--- src/rtl/nrs_ls_est_ctrl_if.sv ---
// Handshake and bus bundle between the LS-estimator controller and its
// neighbours: the resource-grid buffer, the NRS multiplier and the interpolator.
interface nrs_ls_est_ctrl_if #(
    parameter int SC_W = 4
);
    logic            start;
    logic            abort;
    logic [2:0]      v_shift;
    logic [7:0]      nrs_bits;
    logic            nrs_valid;
    logic            grid_rd_req;
    logic            grid_sym;
    logic [SC_W-1:0] grid_sc;
    logic            grid_rd_valid;
    logic            mult_en;
    logic [1:0]      mult_wr_addr;
    logic            nrs_r;
    logic            nrs_i;
    logic [1:0]      mult_rd_addr;
    logic            est_valid;
    logic            est_ready;
    logic            busy;
    logic            done;
    logic            err_timeout;

    modport master (
        output start, abort, v_shift, nrs_bits, nrs_valid, grid_rd_valid, est_ready,
        input  grid_rd_req, grid_sym, grid_sc, mult_en, mult_wr_addr, nrs_r, nrs_i,
               mult_rd_addr, est_valid, busy, done, err_timeout
    );

    modport slave (
        input  start, abort, v_shift, nrs_bits, nrs_valid, grid_rd_valid, est_ready,
        output grid_rd_req, grid_sym, grid_sc, mult_en, mult_wr_addr, nrs_r, nrs_i,
               mult_rd_addr, est_valid, busy, done, err_timeout
    );
endinterface

--- src/rtl/nrs_ls_est_ctrl.sv ---
// LS channel-estimate sequencer for one NB-IoT subframe: fetches the 4 NRS
// pilot REs from the grid buffer, feeds them to the signed NRS multiplier
// with the pilot sign bits, then streams the 4 estimates to the interpolator.
//
// state     | meaning
// ----------+------------------------------------------------------------
// IDLE      | waiting for start
// WAIT_NRS  | waiting for the pilot sign bits (nrs_valid)
// REQ       | one-cycle grid read request for pilot p
// WAIT_DATA | waiting for the RE; multiplier write fires on grid_rd_valid
// OUT       | presenting estimate k to the interpolator
module nrs_ls_est_ctrl #(
    parameter int SC_W        = 4,
    parameter int TIMEOUT_CYC = 63
) (
    input logic               clk,
    input logic               rst,
    nrs_ls_est_ctrl_if.slave  bus
);
    typedef enum logic [2:0] {IDLE, WAIT_NRS, REQ, WAIT_DATA, OUT} state_t;

    localparam logic [7:0] TMR_LOAD = 8'(TIMEOUT_CYC - 1);

    state_t     state;
    logic [1:0] p;
    logic [1:0] p_next;
    logic [2:0] vs;
    logic [7:0] bits;
    logic [7:0] tmr;

    // Subcarrier of pilot pp: 6*pp[0] + ((vs + 3*pp[1]) mod 6), vs already in 0..5.
    function automatic logic [SC_W-1:0] pilot_sc(input logic [2:0] v, input logic [1:0] pp);
        logic [3:0] t;
        t = {1'b0, v} + (pp[1] ? 4'd3 : 4'd0);
        if (t >= 4'd6) t = t - 4'd6;
        t = t + (pp[0] ? 4'd6 : 4'd0);
        return SC_W'(t);
    endfunction

    assign p_next = p + 2'd1;

    // Write strobe must coincide with the returned RE, so it is decoded, not registered.
    assign bus.mult_en = rst && (state == WAIT_DATA) && bus.grid_rd_valid;
    assign bus.busy    = (state != IDLE);

    // Sequencer: state, pilot index, timeout down-counter and registered outputs.
    always_ff @(posedge clk) begin
        if (!rst) begin
            state            <= IDLE;
            p                <= 2'd0;
            vs               <= 3'd0;
            bits             <= 8'd0;
            tmr              <= 8'd0;
            bus.grid_rd_req  <= 1'b0;
            bus.grid_sym     <= 1'b0;
            bus.grid_sc      <= '0;
            bus.mult_wr_addr <= 2'd0;
            bus.nrs_r        <= 1'b0;
            bus.nrs_i        <= 1'b0;
            bus.mult_rd_addr <= 2'd0;
            bus.est_valid    <= 1'b0;
            bus.done         <= 1'b0;
            bus.err_timeout  <= 1'b0;
        end else begin
            bus.done <= 1'b0;
            case (state)
                IDLE: begin
                    if (bus.start && !bus.abort) begin
                        vs              <= (bus.v_shift >= 3'd6) ? bus.v_shift - 3'd6 : bus.v_shift;
                        bus.err_timeout <= 1'b0;
                        p               <= 2'd0;
                        state           <= WAIT_NRS;
                    end
                end
                WAIT_NRS: begin
                    if (bus.abort) begin
                        state <= IDLE;
                    end else if (bus.nrs_valid) begin
                        bits             <= bus.nrs_bits;
                        bus.grid_rd_req  <= 1'b1;
                        bus.grid_sym     <= 1'b0;
                        bus.grid_sc      <= pilot_sc(vs, 2'd0);
                        bus.mult_wr_addr <= 2'd0;
                        bus.nrs_r        <= bus.nrs_bits[0];
                        bus.nrs_i        <= bus.nrs_bits[1];
                        state            <= REQ;
                    end
                end
                REQ: begin
                    bus.grid_rd_req <= 1'b0;
                    tmr             <= TMR_LOAD;
                    state           <= bus.abort ? IDLE : WAIT_DATA;
                end
                WAIT_DATA: begin
                    if (bus.abort) begin
                        state <= IDLE;
                    end else if (bus.grid_rd_valid) begin
                        if (p == 2'd3) begin
                            bus.est_valid    <= 1'b1;
                            bus.mult_rd_addr <= 2'd0;
                            state            <= OUT;
                        end else begin
                            p                <= p_next;
                            bus.grid_rd_req  <= 1'b1;
                            bus.grid_sym     <= p_next[1];
                            bus.grid_sc      <= pilot_sc(vs, p_next);
                            bus.mult_wr_addr <= p_next;
                            bus.nrs_r        <= bits[{p_next, 1'b0}];
                            bus.nrs_i        <= bits[{p_next, 1'b1}];
                            state            <= REQ;
                        end
                    end else if (tmr == 8'd0) begin
                        bus.err_timeout <= 1'b1;
                        state           <= IDLE;
                    end else begin
                        tmr <= tmr - 8'd1;
                    end
                end
                OUT: begin
                    if (bus.abort) begin
                        bus.est_valid <= 1'b0;
                        state         <= IDLE;
                    end else if (bus.est_ready) begin
                        if (bus.mult_rd_addr == 2'd3) begin
                            bus.est_valid    <= 1'b0;
                            bus.mult_rd_addr <= 2'd0;
                            bus.done         <= 1'b1;
                            state            <= IDLE;
                        end else begin
                            bus.mult_rd_addr <= bus.mult_rd_addr + 2'd1;
                        end
                    end
                end
                default: state <= IDLE;
            endcase
        end
    end
endmodule

--- src/flat_wrapper.sv ---
// flat-port wrapper written by rule: the top's interface ports become plain ports
module nrs_ls_est_ctrl_flat 
#(
    parameter int SC_W        = 4,
    parameter int TIMEOUT_CYC = 63
)
  (clk, rst, bus_start, bus_abort, bus_v_shift, bus_nrs_bits, bus_nrs_valid, bus_grid_rd_valid, bus_est_ready, bus_grid_rd_req, bus_grid_sym, bus_grid_sc, bus_mult_en, bus_mult_wr_addr, bus_nrs_r, bus_nrs_i, bus_mult_rd_addr, bus_est_valid, bus_busy, bus_done, bus_err_timeout);
  nrs_ls_est_ctrl_if #(.SC_W(SC_W)) bus_i ();
  input logic clk;
  input logic rst;
  input wire logic [$bits(bus_i.start)-1:0] bus_start;
  input wire logic [$bits(bus_i.abort)-1:0] bus_abort;
  input wire logic [$bits(bus_i.v_shift)-1:0] bus_v_shift;
  input wire logic [$bits(bus_i.nrs_bits)-1:0] bus_nrs_bits;
  input wire logic [$bits(bus_i.nrs_valid)-1:0] bus_nrs_valid;
  input wire logic [$bits(bus_i.grid_rd_valid)-1:0] bus_grid_rd_valid;
  input wire logic [$bits(bus_i.est_ready)-1:0] bus_est_ready;
  output wire logic [$bits(bus_i.grid_rd_req)-1:0] bus_grid_rd_req;
  output wire logic [$bits(bus_i.grid_sym)-1:0] bus_grid_sym;
  output wire logic [$bits(bus_i.grid_sc)-1:0] bus_grid_sc;
  output wire logic [$bits(bus_i.mult_en)-1:0] bus_mult_en;
  output wire logic [$bits(bus_i.mult_wr_addr)-1:0] bus_mult_wr_addr;
  output wire logic [$bits(bus_i.nrs_r)-1:0] bus_nrs_r;
  output wire logic [$bits(bus_i.nrs_i)-1:0] bus_nrs_i;
  output wire logic [$bits(bus_i.mult_rd_addr)-1:0] bus_mult_rd_addr;
  output wire logic [$bits(bus_i.est_valid)-1:0] bus_est_valid;
  output wire logic [$bits(bus_i.busy)-1:0] bus_busy;
  output wire logic [$bits(bus_i.done)-1:0] bus_done;
  output wire logic [$bits(bus_i.err_timeout)-1:0] bus_err_timeout;
  assign bus_i.start = bus_start;
  assign bus_i.abort = bus_abort;
  assign bus_i.v_shift = bus_v_shift;
  assign bus_i.nrs_bits = bus_nrs_bits;
  assign bus_i.nrs_valid = bus_nrs_valid;
  assign bus_i.grid_rd_valid = bus_grid_rd_valid;
  assign bus_i.est_ready = bus_est_ready;
  assign bus_grid_rd_req = bus_i.grid_rd_req;
  assign bus_grid_sym = bus_i.grid_sym;
  assign bus_grid_sc = bus_i.grid_sc;
  assign bus_mult_en = bus_i.mult_en;
  assign bus_mult_wr_addr = bus_i.mult_wr_addr;
  assign bus_nrs_r = bus_i.nrs_r;
  assign bus_nrs_i = bus_i.nrs_i;
  assign bus_mult_rd_addr = bus_i.mult_rd_addr;
  assign bus_est_valid = bus_i.est_valid;
  assign bus_busy = bus_i.busy;
  assign bus_done = bus_i.done;
  assign bus_err_timeout = bus_i.err_timeout;
  nrs_ls_est_ctrl #(.SC_W(SC_W), .TIMEOUT_CYC(TIMEOUT_CYC)) u_core (.clk(clk), .rst(rst), .bus(bus_i));
endmodule
--- config.mk ---
export PLATFORM = sky130hd
export DESIGN_NAME = nrs_ls_est_ctrl_flat
export DESIGN_NICKNAME = d
export VERILOG_FILES = /design/src/rtl/nrs_ls_est_ctrl_if.sv /design/src/rtl/nrs_ls_est_ctrl.sv /design/src/flat_wrapper.sv
export SDC_FILE = /design/constraint.sdc
export NUM_CORES = 1
export LEC_CHECK = 0
export ABC_CLOCK_PERIOD_IN_PS = 3650
export CORE_ASPECT_RATIO = 0.6
export CORE_UTILIZATION = 55
export CTS_CLUSTER_SIZE = 40
export DETAILED_ROUTE_END_ITERATION = 8
export DONT_BUFFER_PORTS = 1
export PLACE_DENSITY_LB_ADDON = 0.1
export SLEW_MARGIN = 20
export SYNTH_ARGS = -nofsm -noshare
export SYNTH_HDL_FRONTEND = slang
export SYNTH_SLANG_ARGS = --single-unit
--- constraint.sdc ---
create_clock -name clk -period 3.65 [get_ports clk]
set_clock_uncertainty 0.2 [all_clocks]
set_input_delay 0.365 -clock clk [delete_from_list [all_inputs] [get_ports clk]]
set_output_delay 0.365 -clock clk [all_outputs]
set_load 0.01 [all_outputs]
==> flow_metrics.env <==
export IMPL_place_area_um2=2070
export IMPL_drtPass1Iterations=6
export IMPL_required_ps=3650
export IMPL_layout_min_cycle_time_ps=3510
export IMPL_synth_cell_types=58
export IMPL_via_per_inst=6.55
export IMPL_critPathKind="reg -> reg"
export IMPL_final_setup_worst_slack_ps=142
export IMPL_ys_seq_area_share_pct=36.4
export IMPL_ys_ff_latch=38
export IMPL_drtAntennaViolNets=0
export IMPL_crit_family="adder cells"
export IMPL_grt_pass1_vias=1758
export IMPL_holdPathStages=2
export IMPL_grt_pass1_wl_um=8470
export IMPL_core_region_area_um2=3440
export IMPL_layout_commonest_cell="dfxtp_1"
export IMPL_startpoint_type="flip-flop"
export IMPL_whs_endpoint="u_core.bits[3]$_SDFFE_PN0P_"
export IMPL_leakage_nw=0.866
export IMPL_placed_cells=275
export IMPL_worst_path_buf_inv=2
export IMPL_final_area_um2=2260
export IMPL_hold_class="in -> reg"
export IMPL_min_from="bus_nrs_bits[3]"
export IMPL_stdcell_count=286
export IMPL_path_cells="ha_4, ha_1, inv_1, fa_1, xor2_2, inv_1, ha_1, a21oi_1, a21oi_1, fa_1, or3_1, a41o_1"
export IMPL_syn_area_um2=2090
export IMPL_clk_latency_ps=300
export IMPL_start_util_pct=60.6
export IMPL_power_frac_comb_pct=15.4
export IMPL_synth_top_area_share_pct=36.4
export IMPL_maxCapViolations=0
export IMPL_route_detailed_wl_per_inst_um=18.1
export IMPL_dp_hpwl_um=3600
export IMPL_crit_slowest_cell="fa_1"
export IMPL_grt_antenna_before_repair=0
export IMPL_clock_sinks=38
export IMPL_max_freq_ghz=0.285
export IMPL_synth_area_leaders="dfxtp_1, a21oi_1, ha_1, nand2_1, nand3_1"
export IMPL_drc=0
export IMPL_finalSetupViolCount=0
export IMPL_mostFrequentLayoutCells="dfxtp_1, nand2_1, a21oi_1, nor2_1, nand3_1"
export IMPL_area_delta_synth_final_pct=8.27
export IMPL_die_area_um2=4060
export IMPL_pre_cts_slack_ps=87.6
export IMPL_synth_cells=239
export IMPL_wirelength_um=5180
export IMPL_port_buffers=0
export IMPL_tritoncts="done"
export IMPL_maxSlewViolCount=0
export IMPL_synth_avg_cell_area_um2=8.74
export IMPL_cts_inserted_buffers=5
export IMPL_setup_tns_ps=0
export IMPL_r2r_start="u_core.p[0]$_SDFFE_PN0P_"
export IMPL_finalHoldViolCount=2
export IMPL_root_buffer="clkbuf_8"
export IMPL_cpPeakStageDelay_ps=450
export IMPL_async_flop_share_pct=0
export IMPL_rows=16
export IMPL_via_count=1873
export IMPL_peakVddDrop_mv=0.268
export IMPL_antennaDiodeCount=0
export IMPL_endpoint_kind="flip-flop"
export IMPL_path_max_fanout=5
export IMPL_yosys_warnings=0
export IMPL_synth_top_cell_by_area="dfxtp_1"
export IMPL_synth_edf_count=0
export IMPL_arrival_ps=3500
export IMPL_p_sw_uw=291
export IMPL_clkTransAtPathRegs_ps=90
export IMPL_drt_iter0_drc=207
export IMPL_grt_max_degree=27
export IMPL_rrSetupSlack_ps=140
export IMPL_pwr_share_seq_pct=43.9
export IMPL_crit_path_start="u_core.p[0]$_SDFFE_PN0P_"
export IMPL_rsz0062_at_grt="false"
export IMPL_grt_ovfl_total=0
export IMPL_globalplace_congestion=0.857
export IMPL_ys_flop_type="dfxtp_1"
export IMPL_h_tree_depth=2
export IMPL_period_share_pct=96.1
export IMPL_switching_share_pct=27.0
export IMPL_ios=35
export IMPL_clock_path_buffers=2
export IMPL_synth_nets=267
export IMPL_powerDensity_nw_per_um2=476
export IMPL_layout_drive_gt1_share_pct=12.4
export IMPL_clkPwrFrac_pct=40.8
export IMPL_fp_dieH_um=49.7
export IMPL_totalPowerFinal_mw=1.08
export IMPL_reg2reg_depth=12
export IMPL_track_usage_pct=28.4
export IMPL_r2r_end="u_core.bus.grid_sc[3]$_SDFFE_PN0P_"
export IMPL_die_x_um=81.6
export IMPL_violations="negative hold slack"
export IMPL_hold_slack_ps=-0.696
export IMPL_worst_pin_slew_ps=701
export IMPL_fin_util_pct=65.7
export IMPL_final_nets=268
export IMPL_status="finished with violations"
export IMPL_slew_headroom_pct=52.9
export IMPL_p_int_uw=785
[sequential cells by signal (all words and copies together), names as in the netlist]
name / count
u_core.bits: 8
u_core.tmr: 8
u_core.bus.grid_sc: 4
u_core.state: 3
u_core.vs: 3
u_core.bus.mult_rd_addr: 2
u_core.p: 2
u_core.bus.done: 1
u_core.bus.err_timeout: 1
u_core.bus.est_valid: 1
u_core.bus.grid_rd_req: 1
u_core.bus.grid_sym: 1
u_core.bus.mult_wr_addr: 1
u_core.bus.nrs_i: 1
u_core.bus.nrs_r: 1
[Yosys cell counts, types with 2 or more instances]
library cell and n:
a211oi_1 2, a21o_1 2, a21oi_1 24, a311oi_1 2, a31oi_1 6, and3_1 4
buf_2 2, buf_4 2, clkbuf_1 4, clkbuf_8 3, dfxtp_1 38, fa_1 2
ha_1 8, inv_1 12, mux2i_1 3, mux4_2 2, nand2_1 25, nand3_1 13
nor2_1 17, nor2b_1 4, nor3_1 4, o211a_1 2, o211ai_1 4, o21ai_0 9
o31ai_1 4, or2_2 2, or3_1 3, or3_2 2, or3b_1 2, or4_1 3
xor2_1 2
[layer usage]
| metal | wire length (µm) | track usage [%] | part of all wire, % | vias to the layer above |
|---|---|---|---|---|
| li1 | - | - | - | 873 |
| met1 | 2420 | 40.4 | 47 | 886 |
| met2 | 2200 | 40.1 | 43 | 102 |
| met3 | 446 | 7.41 | 8.6 | 12 |
| met4 | 112 | 12.2 | 2.2 | 0 |
| met5 | 0 | 0 | 0 | - |
[kinds of logic after synthesis]
family,Yosys count,share of synthesized area [%]
muxes,5,3.59
AOI/OAI and AO/OA,67,21.0
DFF,38,36.4
buffers and inverters,25,6.77
xor gates and xnor gates,3,1.26
and+or+nand+nor,91,24.2
adders and majority gates,10,6.71
[timing repair]
action                                  in CTS  in global routing
setup buffers                                0                  1
hold buffers                                 2                  0
gates resized for setup                      0                  3
hold endpoints to repair                     5                  0
endpoints found under the setup margin       0                  1
[power by group through the flow]
stage / logic (mW) / registers, mW / clock network [mW]
after global placement: 0.152 / 0.476 / 0
after detailed placement: 0.156 / 0.480 / 0
final: 0.165 / 0.472 / 0.439
after floorplan: 0.145 / 0.466 / 0
after global routing: 0.183 / 0.476 / 0.457
after CTS: 0.161 / 0.470 / 0.443
[worst max path at each step]
stage                                    endpoint  slack, ps  depth (start not counted)
3_5_place_dp   u_core.bus.grid_sc[3]$_SDFFE_PN0P_         90                         12
4_1_cts        u_core.bus.grid_sc[3]$_SDFFE_PN0P_         40                         12
2_1_floorplan  u_core.bus.grid_sc[3]$_SDFFE_PN0P_        280                         12
5_1_grt        u_core.bus.grid_sc[3]$_SDFFE_PN0P_         20                         12
3_3_place_gp   u_core.bus.grid_sc[3]$_SDFFE_PN0P_        260                         12
6_report       u_core.bus.grid_sc[3]$_SDFFE_PN0P_        140                         12
[worst reg2reg max path, delay by kind of cell (launching register included)]
family,cells,cell delay (ps)
AOI/OAI and AO/OA,3,440
xor gates and xnor gates,1,230
and+or+nand+nor,1,380
adders and majority gates,5,1630
DFF,1,370
buffers and inverters,2,150
[cell type report]
type	count	area (µm²)
multi-input cells	176	1210
fillers	276	1180
flip-flops and latches	38	762
clock buffers	5	68.8
clock inverters	3	68.8
well taps	45	56.3
repair buffers	6	50.0
inverters	13	48.8
Note: power is estimated with default switching activity, not from simulation.
